**src/rtl/dmi_arbiter.sv**
```systemverilog
// Round-robin arbiter sharing one DMI port between two debug requesters; one whole transaction at a time.
// Latency: grant -> dmi_req_valid_o +1 cycle; DM response -> resp_valid_o +1 cycle; aborts with resp 2 on a DM stall.
module dmi_arbiter #(
  parameter int unsigned ADDR_WIDTH     = 7,
  parameter int unsigned TIMEOUT_CYCLES = 1024
) (
  input  logic                    clk_i,
  input  logic                    rst_ni,
  input  logic [1:0]              req_valid_i,
  output logic [1:0]              req_ready_o,
  input  logic [2*ADDR_WIDTH-1:0] req_addr_i,
  input  logic [3:0]              req_op_i,
  input  logic [63:0]             req_data_i,
  output logic [1:0]              resp_valid_o,
  input  logic [1:0]              resp_ready_i,
  output logic [31:0]             resp_data_o,
  output logic [1:0]              resp_resp_o,
  output logic                    dmi_req_valid_o,
  input  logic                    dmi_req_ready_i,
  output logic [ADDR_WIDTH-1:0]   dmi_req_addr_o,
  output logic [1:0]              dmi_req_op_o,
  output logic [31:0]             dmi_req_data_o,
  input  logic                    dmi_resp_valid_i,
  output logic                    dmi_resp_ready_o,
  input  logic [31:0]             dmi_resp_data_i,
  input  logic [1:0]              dmi_resp_resp_i,
  output logic                    owner_o,
  output logic                    busy_o,
  output logic                    timeout_o
);

  localparam int unsigned CNT_W = (TIMEOUT_CYCLES > 2) ? $clog2(TIMEOUT_CYCLES) : 1;
  localparam logic [CNT_W-1:0] CNT_LAST = CNT_W'(TIMEOUT_CYCLES - 1);

  typedef enum logic [1:0] {IDLE, REQ, WAIT, RESP} state_e;

  state_e           state_q, state_d;
  logic             last_q;
  logic             stale_q;
  logic [CNT_W-1:0] cnt_q;
  logic             grant;
  logic             rsp_accept;
  logic             to_fire;
  logic             stale_drop;

  always_comb begin
    state_d     = state_q;
    req_ready_o = 2'b00;
    grant       = (&req_valid_i) ? ~last_q : req_valid_i[1];
    rsp_accept  = (state_q == WAIT) && dmi_resp_valid_i && !stale_q;
    // a beat landing in the timeout cycle wins over the abort
    to_fire     = (TIMEOUT_CYCLES != 0) && (state_q == WAIT) && (cnt_q == CNT_LAST) && !rsp_accept;
    stale_drop  = dmi_resp_valid_i && stale_q;
    case (state_q)
      IDLE: if (|req_valid_i) begin
        req_ready_o[grant] = 1'b1;
        state_d            = REQ;
      end
      REQ:  if (dmi_req_ready_i) state_d = WAIT;
      WAIT: if (rsp_accept || to_fire) state_d = RESP;
      RESP: if (resp_ready_i[owner_o]) state_d = IDLE;
      default: state_d = IDLE;
    endcase
  end

  always_ff @(posedge clk_i or negedge rst_ni) begin
    if (!rst_ni) begin
      state_q        <= IDLE;
      last_q         <= 1'b1;
      stale_q        <= 1'b0;
      cnt_q          <= '0;
      owner_o        <= 1'b0;
      timeout_o      <= 1'b0;
      dmi_req_addr_o <= '0;
      dmi_req_op_o   <= 2'd0;
      dmi_req_data_o <= 32'd0;
      resp_data_o    <= 32'd0;
      resp_resp_o    <= 2'd0;
    end else begin
      state_q   <= state_d;
      timeout_o <= to_fire;
      if (state_q == IDLE && |req_valid_i) begin
        owner_o        <= grant;
        dmi_req_addr_o <= grant ? req_addr_i[2*ADDR_WIDTH-1:ADDR_WIDTH] : req_addr_i[ADDR_WIDTH-1:0];
        dmi_req_op_o   <= grant ? req_op_i[3:2] : req_op_i[1:0];
        dmi_req_data_o <= grant ? req_data_i[63:32] : req_data_i[31:0];
      end
      if (state_q == REQ && dmi_req_ready_i) cnt_q <= '0;
      else if (state_q == WAIT)              cnt_q <= cnt_q + 1'b1;
      if (rsp_accept) begin
        resp_data_o <= dmi_resp_data_i;
        resp_resp_o <= dmi_resp_resp_i;
      end else if (to_fire) begin
        resp_data_o <= 32'd0;
        resp_resp_o <= 2'd2;
      end
      // the aborted request's response is still in flight; swallow it when it shows up
      if (to_fire)         stale_q <= 1'b1;
      else if (stale_drop) stale_q <= 1'b0;
      if (state_q == RESP && resp_ready_i[owner_o]) last_q <= owner_o;
    end
  end

  assign dmi_req_valid_o  = (state_q == REQ);
  assign dmi_resp_ready_o = (state_q == WAIT) || stale_q;
  assign busy_o           = (state_q != IDLE);
  assign resp_valid_o     = (state_q == RESP) ? (owner_o ? 2'b10 : 2'b01) : 2'b00;

endmodule

```
**config.mk**
```make
export PLATFORM = sky130hd
export DESIGN_NAME = dmi_arbiter
export DESIGN_NICKNAME = d
export VERILOG_FILES = /design/src/rtl/dmi_arbiter.sv
export SDC_FILE = /design/constraint.sdc
export NUM_CORES = 1
export LEC_CHECK = 0
export ABC_CLOCK_PERIOD_IN_PS = 1650
export BUFFER_PORTS_ARGS = -buffer_cell sky130_fd_sc_hd__buf_2
export CORE_MARGIN = 5
export CORE_UTILIZATION = 41
export DETAILED_ROUTE_END_ITERATION = 12
export PLACE_DENSITY = 0.89
export SYNTH_ARGS = -nofsm -noshare
export SYNTH_HDL_FRONTEND = slang
export SYNTH_SLANG_ARGS = --single-unit
```
**constraint.sdc**
```tcl
create_clock -name clk_i -period 1.65 [get_ports clk_i]
set_input_delay 0.33 -clock clk_i [delete_from_list [all_inputs] [get_ports clk_i]]
set_output_delay 0.33 -clock clk_i [all_outputs]
set_load 0.1 [all_outputs]
```
==> out/metrics.csv <==
stage;metric;value;unit
status;status;finished with violations;
status;violations;setup timing;
sta;fmaxAchievable;533;MHz
synthesis;ys_ff_latch;91;
synthesis;ys_warn_count;0;
critical_path;cp_max_fo;6;
grt;overflow;0;
drt;drc;0;
floorplanning;start_util;42.3;%
synthesis;synth_fp_nets;476;
clock_tree;clockBufferDepth;2;
clock_tree;clock_latency;360;ps
job;max_cap_viol_count;0;
grt;antenna_found_initial;0;
synthesis;yosysTopAreaCellShare;57.1;%
sta;setup_tns;-1900;ps
sta;worst_slack;-225;ps
synthesis;yosysSeqAreaShare;57.8;%
drt;dr_total_vias;3685;
clock_tree;clock-root-buffer;clkbuf_8;
grt;grtUsageTotal;19.7;%
drt;via_per_inst;5.05;
synthesis;synth_top_area_cell;dfrtp_1;
synthesis;netlist_area;3940;sq um
clock_tree;cts_max_level;3;
sta;worst_pin_slew;506;ps
clock_tree;cts_made_buffers;9;
critical_path;cp.required;1320;ps
drt;ant_nets;0;
clock_tree;clk_pin_slew;110;ps
sta;fin_skew;8.57;ps
critical_path;cp-end-kind;output port;
finish;fillers;720;
clock_tree;cts_tree;done;
placed_design;numPortBuffers;207;
synthesis;synth_ff_type;dfrtp_1;
floorplanning;io-pin-count;208;
sta;hold_viol_final;0;
critical_path;worstPathArrival;1540;ps
sta;fin_crit;1870;ps
sta;rsz0062_at_grt;true;
placed_design;gp_congestion;0.790;
placed_design;dp.final_hpwl;8.81;mm
placed_design;preCtsSetupSlack;-496;ps
sta;slew_viol_final;0;
synthesis;async_flop_share;100;%
finish;drive_gt1_share;50.8;%
synthesis;syn_inst;347;
drt;wl;11.9;mm
synthesis;syn_area_per_cell;11.4;sq um
finish;syn2layout_area_growth;51.2;%
worst_hold_path;hold_class;input pin to flip-flop;
drt;firstDrtPassIters;4;
sta;relSlewSlack;66.5;%
clock_tree;cts.sink_count;91;
finish;diodes;0;
drt;wire_per_inst;16.4;um
floorplanning;die_w;108;um
critical_path;path_class;flip-flop to output port;
grt;grt_pass1_wl;18.3;mm
grt;grt_pass1_vias;3723;
sta;finalCritPeriodShare;114;%
sta;setup_viol;25;
grt;grt_max_degree;50;
synthesis;synth_edf_count;0;
drt;drt_iter0_drc;231;
critical_path;start_kind;flip-flop;
finish;num-nets-final;724;
floorplanning;die_h;108;um
synthesis;ys_types;37;
floorplanning;rows;35;
synthesis;netlist_top_cells_area;dfrtp_1 (57%), mux2i_1 (7.4%), a22o_1 (7.3%);
floorplanning;core_area;9330;sq um
floorplanning;die-area;11700;sq um
routing by layer:
| layer | track usage (%) | vias up | wire length, um |
|---|---|---|---|
| met5 | 0 | - | 0 |
| met4 | 5.50 | 0 | 246 |
| met3 | 5.55 | 20 | 1050 |
| met2 | 34.5 | 169 | 5900 |
| met1 | 23.7 | 1756 | 4730 |
| li1 | - | 1740 | - |
metrics by stage:
stage	instance area (sq um)	utilization [%]	instances	hold WS [ps]
floorplan	3970	-	347	34.4
global placement	5410	58.0	691	278
detailed placement	5410	58.0	691	290
CTS	5810	62.3	720	154
global route	5960	63.9	729	152
finish	5960	63.9	729	182
final timing paths:
check                                   start  cells past startpoint  slack (ps)            endpoint
max reg2reg                        state_q[0]                      8         -60            cnt_q[8]
max                                state_q[0]                      4        -220     resp_valid_o[1]
min                        dmi_resp_data_i[7]                      2         180      resp_data_o[7]
min reg2reg                 dmi_req_data_o[0]                      2         490   dmi_req_data_o[0]
max in group asynchronous              rst_ni                      3         620  dmi_req_data_o[13]
min in group asynchronous              rst_ni                      2         430     resp_data_o[20]
final cells by class:
| cell class | instances | area (sq um) | area share, % |
|---|---|---|---|
| clock buffers | 9 | 124 | 2.08 |
| multi-input cells | 232 | 1700 | 28.5 |
| inverters | 5 | 25.0 | 0.420 |
| clock inverters | 7 | 68.8 | 1.15 |
| repair buffers | 256 | 1610 | 27.0 |
| well taps | 129 | 161 | 2.71 |
| flip-flops and latches | 91 | 2280 | 38.2 |
cell usage in the layout (no fill, tap or decap), types with 3 or more instances in the layout:
master | synthesis | final
a22oi_1 | 14 | 14
nand4_1 | 3 | 3
buf_4 | 2 | 35
xor2_1 | 3 | 3
xnor2_1 | 3 | 3
nor2_4 | 0 | 7
buf_2 | 7 | 198
clkbuf_8 | 0 | 9
mux2i_1 | 29 | 29
buf_12 | 0 | 11
or3_1 | 3 | 3
dfrtp_1 | 90 | 89
nand2_1 | 51 | 49
nor2_1 | 12 | 10
a21oi_1 | 6 | 6
a22o_1 | 33 | 33
o21ai_1 | 43 | 42
o21ai_0 | 3 | 3
clkinv_4 | 0 | 3
buf_6 | 3 | 9
inv_8 | 0 | 3
ha_4 | 0 | 3
sequential cells by signal, summed over array words and instances, names as in the netlist:
name / flops
cnt_q: 10
timeout_o: 1
state_q: 2
stale_q: 1
resp_data_o: 32
last_q: 1
resp_resp_o: 2
dmi_req_addr_o: 7
dmi_req_op_o: 2
owner_o: 1
dmi_req_data_o: 32
timing repair:
action / in CTS / in global routing
pin swaps: 8 / 13
hold buffers: 1 / 0
buffers inserted: 12 / 7
resized for setup: 28 / 16
setup endpoints to repair: 85 / 87
hold endpoints to repair: 28 / 0
cloned: 1 / 2
synth_stat cells, drive strengths merged, types with 2 or more instances:
cell type  number
xnor2           3
ha              5
a22oi          14
buf            13
nand2          51
nor2b           2
and2            4
or3             3
inv             5
a21oi           6
mux2i          29
dfrtp          90
nor2           14
xor2            3
nand4           4
clkbuf          9
o21ai          46
nor3            2
a22o           33
critical path: stages, from the launching register on:
cell,delay (ps)
dfrtp_1,420
buf_4,160
ha_2,220
and2_2,220
buf_12,160
cells by family (layout without fill, tap and decap cells):
logic type                 Yosys count  count (layout)  share of synthesized area (%)
adders and majority gates            5               5                           1.59
DFF                                 91              91                           57.8
AOI/OAI and AO/OA                  105             105                           18.2
buffers and inverters               27             277                           3.55
and+or+nand+nor                     83              86                           9.80
xor gates and xnor gates             6               6                           1.33
muxes                               30              30                           7.74
Power is left out: the tool's default activity adds up to more than one toggle a clock period on the data nets, which glitch-free logic cannot reach.
